## src/rtl/uart_rx_buffer_pkg.sv

```systemverilog
// Shared UART receive-path defaults and sizing helper.
package uart_rx_buffer_pkg;

  localparam int unsigned UART_N_DEF     = 8;
  localparam int unsigned UART_DEPTH_DEF = 4;

  // Smallest r such that 2**r >= v
  function automatic int unsigned clog2(input int unsigned v);
    int unsigned r;
    r = 0;
    for (int unsigned i = 0; i < 32; i++) begin
      if ((32'd1 << i) < v) r = i + 1;
    end
    return r;
  endfunction

endpackage

```

## src/rtl/uart_rx_buffer_if.sv

```systemverilog
// Pop/status bus between the RX buffer and the APB register wrapper.
interface uart_rx_buffer_if
  import uart_rx_buffer_pkg::*;
#(
  parameter int unsigned N     = UART_N_DEF,
  parameter int unsigned DEPTH = UART_DEPTH_DEF
);
  localparam int unsigned AW = clog2(DEPTH);

  logic          rd_en;
  logic          clr_err;
  logic [N-1:0]  rd_data;
  logic          empty;
  logic          full;
  logic [AW:0]   level;
  logic          overrun;
  logic          frm_err;
  logic          irq;

  modport master (
    output rd_en, clr_err,
    input  rd_data, empty, full, level, overrun, frm_err, irq
  );

  modport slave (
    input  rd_en, clr_err,
    output rd_data, empty, full, level, overrun, frm_err, irq
  );
endinterface

```

## src/rtl/uart_rx_buffer_sync_fifo.sv

```systemverilog
// First-word-fall-through FIFO with AW+1-bit wrapping pointers; shared with the TX path.
module sync_fifo
  import uart_rx_buffer_pkg::*;
#(
  parameter int unsigned W     = UART_N_DEF,
  parameter int unsigned DEPTH = UART_DEPTH_DEF
) (
  input  logic                     clk,
  input  logic                     arst_n,
  input  logic                     clr,
  input  logic                     wr_en,
  input  logic [W-1:0]             wr_data,
  input  logic                     rd_en,
  output logic [W-1:0]             rd_data,
  output logic                     empty,
  output logic                     full,
  output logic [clog2(DEPTH):0]    level,
  output logic                     empty_next_c
);
  localparam int unsigned AW = clog2(DEPTH);
  localparam int unsigned PW = AW + 1;

  logic [PW-1:0] wr_q, wr_d, rd_q, rd_d;
  logic [W-1:0]  mem_q [DEPTH];
  logic          push_ok, pop_ok;

  // A pop at full frees the slot the coincident push needs
  always_comb begin
    pop_ok  = rd_en & ~empty;
    push_ok = wr_en & (~full | pop_ok);
    wr_d    = wr_q + PW'(push_ok);
    rd_d    = rd_q + PW'(pop_ok);
    if (clr) begin
      wr_d = '0;
      rd_d = '0;
    end
  end

  // Pointer registers
  always_ff @(posedge clk or negedge arst_n) begin
    if (!arst_n) begin
      wr_q <= '0;
      rd_q <= '0;
    end else begin
      wr_q <= wr_d;
      rd_q <= rd_d;
    end
  end

  // Storage; cleared on reset so the head never reads unknown data
  always_ff @(posedge clk or negedge arst_n) begin
    if (!arst_n) begin
      for (int i = 0; i < int'(DEPTH); i++) mem_q[i] <= '0;
    end else if (push_ok && !clr) begin
      mem_q[wr_q[AW-1:0]] <= wr_data;
    end
  end

  assign empty        = (wr_q == rd_q);
  assign full         = (wr_q[AW] != rd_q[AW]) && (wr_q[AW-1:0] == rd_q[AW-1:0]);
  assign level        = wr_q - rd_q;
  assign rd_data      = empty ? '0 : mem_q[rd_q[AW-1:0]];
  assign empty_next_c = (wr_d == rd_d);

endmodule

```

## src/rtl/uart_rx_buffer.sv

```systemverilog
// UART RX datapath: LSB-first deserialiser, frame FIFO, sticky error flags and irq.
module uart_rx_buffer
  import uart_rx_buffer_pkg::*;
#(
  parameter int unsigned N     = UART_N_DEF,
  parameter int unsigned DEPTH = UART_DEPTH_DEF
) (
  input  logic             clk,
  input  logic             arst_n,
  input  logic             rst,
  input  logic             rx,
  input  logic             shift_en,
  input  logic             done,
  input  logic             err,
  uart_rx_buffer_if.slave  apb
);
  logic [N-1:0] sr_q, sr_d;
  logic         overrun_q, overrun_d;
  logic         frm_err_q, frm_err_d;
  logic         irq_q, irq_d;
  logic         drop;
  logic         fifo_empty_next;

  // Frame store; push always takes the pre-shift register
  sync_fifo #(
    .W     (N),
    .DEPTH (DEPTH)
  ) u_fifo (
    .clk          (clk),
    .arst_n       (arst_n),
    .clr          (rst),
    .wr_en        (done),
    .wr_data      (sr_q),
    .rd_en        (apb.rd_en),
    .rd_data      (apb.rd_data),
    .empty        (apb.empty),
    .full         (apb.full),
    .level        (apb.level),
    .empty_next_c (fifo_empty_next)
  );

  // Next-state for shifter and flags; a set beats a coincident clear
  always_comb begin
    drop      = done & apb.full & ~apb.rd_en;
    sr_d      = sr_q;
    if (shift_en) sr_d = {rx, sr_q[N-1:1]};
    overrun_d = drop | (overrun_q & ~apb.clr_err);
    frm_err_d = err  | (frm_err_q & ~apb.clr_err);
    irq_d     = ~fifo_empty_next | overrun_d | frm_err_d;
    if (rst) begin
      sr_d      = '0;
      overrun_d = 1'b0;
      frm_err_d = 1'b0;
      irq_d     = 1'b0;
    end
  end

  // State registers
  always_ff @(posedge clk or negedge arst_n) begin
    if (!arst_n) begin
      sr_q      <= '0;
      overrun_q <= 1'b0;
      frm_err_q <= 1'b0;
      irq_q     <= 1'b0;
    end else begin
      sr_q      <= sr_d;
      overrun_q <= overrun_d;
      frm_err_q <= frm_err_d;
      irq_q     <= irq_d;
    end
  end

  assign apb.overrun = overrun_q;
  assign apb.frm_err = frm_err_q;
  assign apb.irq     = irq_q;

endmodule
```

## src/flat_wrapper.sv

```systemverilog
// flat-port wrapper written by rule: the top's interface ports become plain ports
module uart_rx_buffer_flat import uart_rx_buffer_pkg::*;
#(
  parameter int unsigned N     = UART_N_DEF,
  parameter int unsigned DEPTH = UART_DEPTH_DEF
)
  (clk, arst_n, rst, rx, shift_en, done, err, apb_rd_en, apb_clr_err, apb_rd_data, apb_empty, apb_full, apb_level, apb_overrun, apb_frm_err, apb_irq);
  uart_rx_buffer_if #(.N(N), .DEPTH(DEPTH)) apb_i ();
  input  logic clk;
  input  logic arst_n;
  input  logic rst;
  input  logic rx;
  input  logic shift_en;
  input  logic done;
  input  logic err;
  input wire logic [$bits(apb_i.rd_en)-1:0] apb_rd_en;
  input wire logic [$bits(apb_i.clr_err)-1:0] apb_clr_err;
  output wire logic [$bits(apb_i.rd_data)-1:0] apb_rd_data;
  output wire logic [$bits(apb_i.empty)-1:0] apb_empty;
  output wire logic [$bits(apb_i.full)-1:0] apb_full;
  output wire logic [$bits(apb_i.level)-1:0] apb_level;
  output wire logic [$bits(apb_i.overrun)-1:0] apb_overrun;
  output wire logic [$bits(apb_i.frm_err)-1:0] apb_frm_err;
  output wire logic [$bits(apb_i.irq)-1:0] apb_irq;
  assign apb_i.rd_en = apb_rd_en;
  assign apb_i.clr_err = apb_clr_err;
  assign apb_rd_data = apb_i.rd_data;
  assign apb_empty = apb_i.empty;
  assign apb_full = apb_i.full;
  assign apb_level = apb_i.level;
  assign apb_overrun = apb_i.overrun;
  assign apb_frm_err = apb_i.frm_err;
  assign apb_irq = apb_i.irq;
  uart_rx_buffer #(.N(N), .DEPTH(DEPTH)) u_core (.clk(clk), .arst_n(arst_n), .rst(rst), .rx(rx), .shift_en(shift_en), .done(done), .err(err), .apb(apb_i));
endmodule
```

## config.mk

```make
export PLATFORM = sky130hd
export DESIGN_NAME = uart_rx_buffer_flat
export DESIGN_NICKNAME = d
export VERILOG_FILES = /design/src/rtl/uart_rx_buffer_pkg.sv /design/src/rtl/uart_rx_buffer_if.sv /design/src/rtl/uart_rx_buffer_sync_fifo.sv /design/src/rtl/uart_rx_buffer.sv /design/src/flat_wrapper.sv
export SDC_FILE = /design/constraint.sdc
export NUM_CORES = 1
export LEC_CHECK = 0
export CORE_UTILIZATION = 56
export DETAILED_ROUTE_END_ITERATION = 8
export PLACE_DENSITY = 0.79
export SLEW_MARGIN = 20
export SYNTH_ARGS = -nofsm -noshare
export SYNTH_HDL_FRONTEND = slang
export SYNTH_SLANG_ARGS = --single-unit
```

## constraint.sdc

```tcl
create_clock -name clk -period 2.8 [get_ports clk]
set_input_delay 0.28 -clock clk [delete_from_list [all_inputs] [get_ports clk]]
set_output_delay 0.28 -clock clk [all_outputs]
set_load 0.03 [all_outputs]
```

==> impl_metrics.env, run 1 <==
export IMPL_holdCritPathClass="in2async"
export IMPL_synthToLayoutAreaGrowth_pct=16.7
export IMPL_end_kind="primary output"
export IMPL_dp_cells=239
export IMPL_clkSinkCount=49
export IMPL_hpwl_um=3150
export IMPL_ir_drop_mv=0.377
export IMPL_fillers=285
export IMPL_outcome="finished, violations left"
export IMPL_cts_buffers=5
export IMPL_ctsResizeCount=0
export IMPL_r2r_end="u_core.apb.irq$_DFF_PN0_"
export IMPL_syn_nets=183
export IMPL_final_cells=247
export IMPL_routabilityCongestion=0.774
export IMPL_crit_fanout=10
export IMPL_hold_buffers=0
export IMPL_power_density_mw_per_mm2=579
export IMPL_synth_cell_types=27
export IMPL_antenna_cells=0
export IMPL_hold_ws_ns=-0.0221
export IMPL_vias=1405
export IMPL_grt_remaining_overflow=0
export IMPL_viasPerCell=5.69
export IMPL_yosys_warnings=0
export IMPL_nets=212
export IMPL_layout_common_cells="dfrtp_1, mux2_2, clkdlybuf4s50_1, nor2_1, nor2b_1"
export IMPL_rrSetupSlack_ns=0.37
export IMPL_final_min_clock_period_ns=2.67
export IMPL_p_total_mw=1.62
export IMPL_postCtsSetupBuffers=0
export IMPL_synthCells=167
export IMPL_grt_total_usage_pct=23.3
export IMPL_hold_viol=25
export IMPL_drive_gt1_share_pct=31.0
export IMPL_ios=25
export IMPL_critPathRequiredTime_ns=2.52
export IMPL_first_pass_iters=4
export IMPL_mostFrequentLayoutCell="dfrtp_1"
export IMPL_rsz0062_at_grt="no"
export IMPL_wl_um=4620
export IMPL_max_cap_viol_count=0
export IMPL_htreeDepth=2
export IMPL_drc=0
export IMPL_violations="negative hold slack"
export IMPL_drtAntennaViolNets=0
export IMPL_fin_area_mm2=0.00280
export IMPL_cts_root_buf="clkbuf_8"
export IMPL_grt_pass1_wl_um=7410
export IMPL_ys_seq_area_share_pct=51.2
export IMPL_syn_area_per_cell_um2=14.3
export IMPL_core_area_mm2=0.00406
export IMPL_ys_ff_latch=49
export IMPL_grt_antenna_before_repair=0
export IMPL_die_y_um=67.4
export IMPL_leakagePower_nw=1.31
export IMPL_die_area_mm2=0.00454
export IMPL_period_share_pct=95.2
export IMPL_dpl_instance_area_mm2=0.00270
export IMPL_slew_viol_final=0
export IMPL_port_buffers=24
export IMPL_cts_tree="yes"
export IMPL_initial_utilization_pct=59.1
export IMPL_finalSetupTns_ns=0
export IMPL_first_global_vias=1454
export IMPL_fp_row_count=23
export IMPL_wl_per_cell_um=18.7
export IMPL_die_w_um=67.4
export IMPL_fmax_ghz=0.375
export IMPL_crit_end="apb_rd_data[6]"
export IMPL_cp_start_kind="flip-flop"
export IMPL_startpoint="u_core.u_fifo.rd_q[0]$_DFF_PN0_"
export IMPL_crit_type="reg2out"
export IMPL_rr_worst_depth=8
export IMPL_clk_latency_ns=0.31
export IMPL_netlist_area_mm2=0.00240
export IMPL_clk_pin_slew_ns=0.10
export IMPL_r2r_start="u_core.u_fifo.rd_q[2]$_DFF_PN0_"
export IMPL_slew_headroom_pct=59.0
export IMPL_grt_max_degree=50
export IMPL_drtIter0Drc=60
export IMPL_clockBufferDepth=2
export IMPL_setup_viol=0
export IMPL_arrival_ns=2.39
export IMPL_skew_ns=0.0131
export IMPL_worst_pin_slew_ns=0.615
==> cells by family (layout without fill, tap and decap cells) <==
logic type	count (synthesis)	in the layout	synth area share, %
AND/OR/NAND/NOR	34	34	8.04
multiplexers	48	48	25.9
flip-flops	49	49	51.2
buffers and inverters	13	43	2.30
AO/OA/AOI/OAI	8	8	4.91
adder cells (fa/ha/maj)	7	7	3.97
XOR/XNOR	8	8	3.71
==> critical path, cell delays in order (launching register included) <==
cell and delay, ns:
dfrtp_1 0.56, ha_1 0.36, and3_2 0.30, nor2b_1 0.17, clkdlybuf4s50_1 0.69
==> cell type report <==
cell class / instances / area [um2] / share of cell area (%)
sequential: 49 / 1230 / 43.8
multi-input combinational: 105 / 1110 / 39.9
timing repair buffer: 29 / 275 / 9.84
clock buffer: 5 / 68.8 / 2.46
tap: 50 / 62.6 / 2.24
clock inverter: 3 / 26.3 / 0.940
inverter: 6 / 22.5 / 0.805
==> stage by stage <==
step / setup WS [ns] / utilization, %
2_1_floorplan: 0.229 / -
3_3_place_gp: 0.485 / 66.5
3_5_place_dp: 0.385 / 66.5
4_1_cts: 0.107 / 68.9
5_1_grt: 0.0281 / 68.9
6_report: 0.134 / 68.9
==> synthesized netlist by cell type <==
cell        n  area, um2
buf_1       1       3.75
nor4bb_1    2       20.0
and4b_1     1       10.0
fa_1        1       20.0
xnor2_4     1       27.5
a21oi_1     1       5.00
mux2_2     32        360
xor2_1      2       17.5
nand2_1     1       3.75
inv_1       6       22.5
o31a_2      1       10.0
a41oi_1     1       8.76
clkbuf_1    3       11.3
buf_4       1       7.51
mux4_2      8        180
dfrtp_1    49       1230
nor4b_1     1       8.76
nand4b_1    1       8.76
o31ai_4     4       85.1
a2bb2oi_1   1       8.76
and3_2      1       7.51
xnor2_1     5       43.8
ha_1        6       75.1
nor2_1     14       52.6
mux2i_1     8       80.1
buf_2       2       10.0
nor2b_1    13       81.3
==> registers in the layout, indices dropped and copies added, names as in the netlist <==
| register | flops |
|---|---|
| u_core.sr_q | 8 |
| u_core.u_fifo.wr_q | 3 |
| u_core.apb.irq | 1 |
| u_core.apb.frm_err | 1 |
| u_core.u_fifo.mem_q | 32 |
| u_core.apb.overrun | 1 |
| u_core.u_fifo.rd_q | 3 |
==> how the worst min path moves through the flow <==
stage	startpoint	to	slack [ns]	cells past startpoint
floorplan	arst_n	u_core.apb.frm_err$_DFF_PN0_	-0.02	0
global placement	u_core.u_fifo.mem_q[9]$_DFFE_PN0P_	u_core.u_fifo.mem_q[9]$_DFFE_PN0P_	0.48	1
finish	arst_n	u_core.u_fifo.wr_q[1]$_DFF_PN0_	-0.02	1
detailed placement	u_core.u_fifo.mem_q[13]$_DFFE_PN0P_	u_core.u_fifo.mem_q[13]$_DFFE_PN0P_	0.49	1
CTS	arst_n	u_core.u_fifo.mem_q[16]$_DFFE_PN0P_	0.19	1
global route	arst_n	u_core.u_fifo.wr_q[0]$_DFF_PN0_	0.02	1
==> power breakdown <==
part	switching (mW)	leakage (nW)	internal (mW)	total [mW]
clock network	0.253	0.0423	0.182	0.435
logic	0.237	0.591	0.179	0.417
registers	0.0299	0.676	0.736	0.766
==> layer usage <==
layer	vias to the layer above	global-route usage, %	share of wire, %
met1	734	30.7	47
met2	19	38.3	49
met5	-	0	0
li1	648	-	-
met3	4	5.57	3.0
met4	0	6.65	0.91
No activity file was read; power rests on OpenSTA's default activity.
==> inputs of run 2 (changes only) <==
--- a/config.mk
+++ b/config.mk
@@ -7,6 +7,7 @@
 export LEC_CHECK = 0
 export CORE_UTILIZATION = 56
 export DETAILED_ROUTE_END_ITERATION = 8
+export GPL_TIMING_DRIVEN = 0
 export PLACE_DENSITY = 0.79
 export SLEW_MARGIN = 20
 export SYNTH_ARGS = -nofsm -noshare
==> run 2 against run 1 <==
Against the previous run:
- the run now ends clean
- total power fell by 2.0%
- worst hold slack improved by 0.028 ns
- non-clock buffer count rose by 1
- first-iteration DRC count rose by 10%
==> impl_metrics.env, run 2 (synthesis results as in run 1) <==
export IMPL_outcome="finished clean"
export IMPL_power_density_mw_per_mm2=568
export IMPL_largest_register="u_core.u_fifo.mem_q"
export IMPL_ir_drop_mv=0.417
export IMPL_htreeDepth=2
export IMPL_first_global_vias=1491
export IMPL_grt_pass1_wl_um=7700
export IMPL_cts_tree="yes"
export IMPL_crit_fanout=10
export IMPL_antenna_cells=0
export IMPL_clockBufferDepth=2
export IMPL_setup_viol=0
export IMPL_reg_largest_list="u_core.u_fifo.mem_q x32, u_core.sr_q x8"
export IMPL_ios=25
export IMPL_nets=213
export IMPL_period_share_pct=92.9
export IMPL_fmax_ghz=0.384
export IMPL_hold_viol=0
export IMPL_hold_buffers=0
export IMPL_grt_remaining_overflow=0
export IMPL_leakagePower_nw=1.37
export IMPL_skew_ns=0.00460
export IMPL_grt_max_degree=28
export IMPL_fp_row_count=23
export IMPL_routabilityCongestion=0.749
export IMPL_crit_type="reg2out"
export IMPL_fin_area_mm2=0.00279
export IMPL_rsz0062_at_grt="no"
export IMPL_hpwl_um=3200
export IMPL_slew_headroom_pct=56.5
export IMPL_holdCritPathClass="in2async"
export IMPL_synthToLayoutAreaGrowth_pct=16.4
export IMPL_cts_root_buf="clkbuf_8"
export IMPL_drtIter0Drc=66
export IMPL_multi_input_area_mm2=0.00112
export IMPL_arrival_ns=2.32
export IMPL_clk_pin_slew_ns=0.09
export IMPL_die_w_um=67.4
export IMPL_postLayoutCoreUtil_pct=68.7
export IMPL_drc=0
export IMPL_final_cells=248
export IMPL_dp_cells=240
export IMPL_initial_utilization_pct=59.1
export IMPL_core_area_mm2=0.00406
export IMPL_wl_um=4620
export IMPL_port_buffers=22
export IMPL_grt_total_usage_pct=24.4
export IMPL_clk_latency_ns=0.30
export IMPL_worst_pin_slew_ns=0.652
export IMPL_cts_buffers=5
export IMPL_drive_gt1_share_pct=31.3
export IMPL_wl_per_cell_um=18.6
export IMPL_final_min_clock_period_ns=2.60
export IMPL_slew_viol_final=0
export IMPL_layout_common_cells="dfrtp_1, mux2_2, nor2_1, nor2b_1, clkdlybuf4s50_1"
export IMPL_drtAntennaViolNets=0
export IMPL_viasPerCell=5.72
export IMPL_max_cap_viol_count=0
export IMPL_cp_start_kind="flip-flop"
export IMPL_fillers=279
export IMPL_vias=1419
export IMPL_first_pass_iters=4
export IMPL_grt_antenna_before_repair=0
export IMPL_dpl_instance_area_mm2=0.00270
export IMPL_postCtsSetupBuffers=0
export IMPL_clkSinkCount=49
export IMPL_mostFrequentLayoutCell="dfrtp_1"
export IMPL_largest_register_ffs=32
export IMPL_end_kind="primary output"
export IMPL_die_area_mm2=0.00454
export IMPL_die_y_um=67.4
export IMPL_critPathRequiredTime_ns=2.52
export IMPL_regArea_mm2=0.00123
-- run 2: cell type report --
type                    instances  area share (%)
flip-flops and latches         49            44.0
plain buffers                   7            1.44
clock buffers                   6            2.60
well taps                      50            2.24
multi-input cells             105            40.1
inverters                       6           0.808
repair buffers                 23            8.39
clock inverters                 2           0.493
-- run 2: timing repair --
action / 4_1_cts / 5_1_grt
cloned: 0 / 0
setup endpoints to repair: 11 / 2
resized for setup: 12 / 3
endpoints found under the hold margin: 0 / 0
-- run 2: worst paths after layout --
kind,endpoint,slack (ns),depth (start not counted),start
worst max register to register,u_core.apb.irq$_DFF_PN0_,0.23,10,u_core.u_fifo.rd_q[1]$_DFF_PN0_
max in group asynchronous,u_core.u_fifo.mem_q[11]$_DFFE_PN0P_,2.26,2,arst_n
worst min-delay path,u_core.apb.overrun$_DFF_PN0_,0.006,1,arst_n
worst min register to register,u_core.u_fifo.mem_q[15]$_DFFE_PN0P_,0.51,1,u_core.u_fifo.mem_q[15]$_DFFE_PN0P_
worst max-delay path,apb_rd_data[6],0.20,7,u_core.u_fifo.rd_q[1]$_DFF_PN0_
min in group clk,u_core.u_fifo.mem_q[15]$_DFFE_PN0P_,0.51,1,u_core.u_fifo.mem_q[15]$_DFFE_PN0P_
-- run 2: stage by stage --
step | power (mW) | worst slack [ns] | TNS [ns] | hold WS, ns
final | 1.59 | 0.198 | 0 | 0.00561
after CTS | 1.59 | 0.0269 | 0 | 0.0175
after floorplan | 1.04 | 0.229 | 0 | -0.0156
after global routing | 1.66 | 0.0235 | 0 | 0.0532
after global placement | 1.18 | -0.190 | -0.347 | 0.481
after detailed placement | 1.19 | -0.184 | -0.351 | 0.344
-- run 2: worst max-delay path: stages, from the launching register on --
cell           delay (ns)
dfrtp_1              0.42
clkbuf_4             0.26
inv_1                0.06
ha_1                 0.31
and3_2               0.21
clkbuf_4             0.19
nor2b_1              0.16
dlygate4sd2_1        0.41
-- run 2: layer usage --
layer	routed length, um	GRT usage [%]	up-vias
li1	-	-	658
met1	2070	32.5	723
met2	2330	39.8	36
met3	192	6.59	2
met4	26	6.38	0
met5	0	0	-
-- run 2: report_power, final --
part / switching [mW] / leakage (nW) / total [mW] / internal (mW)
clock: 0.231 / 0.0456 / 0.409 / 0.178
combinational: 0.244 / 0.645 / 0.418 / 0.173
sequential: 0.0224 / 0.676 / 0.759 / 0.736
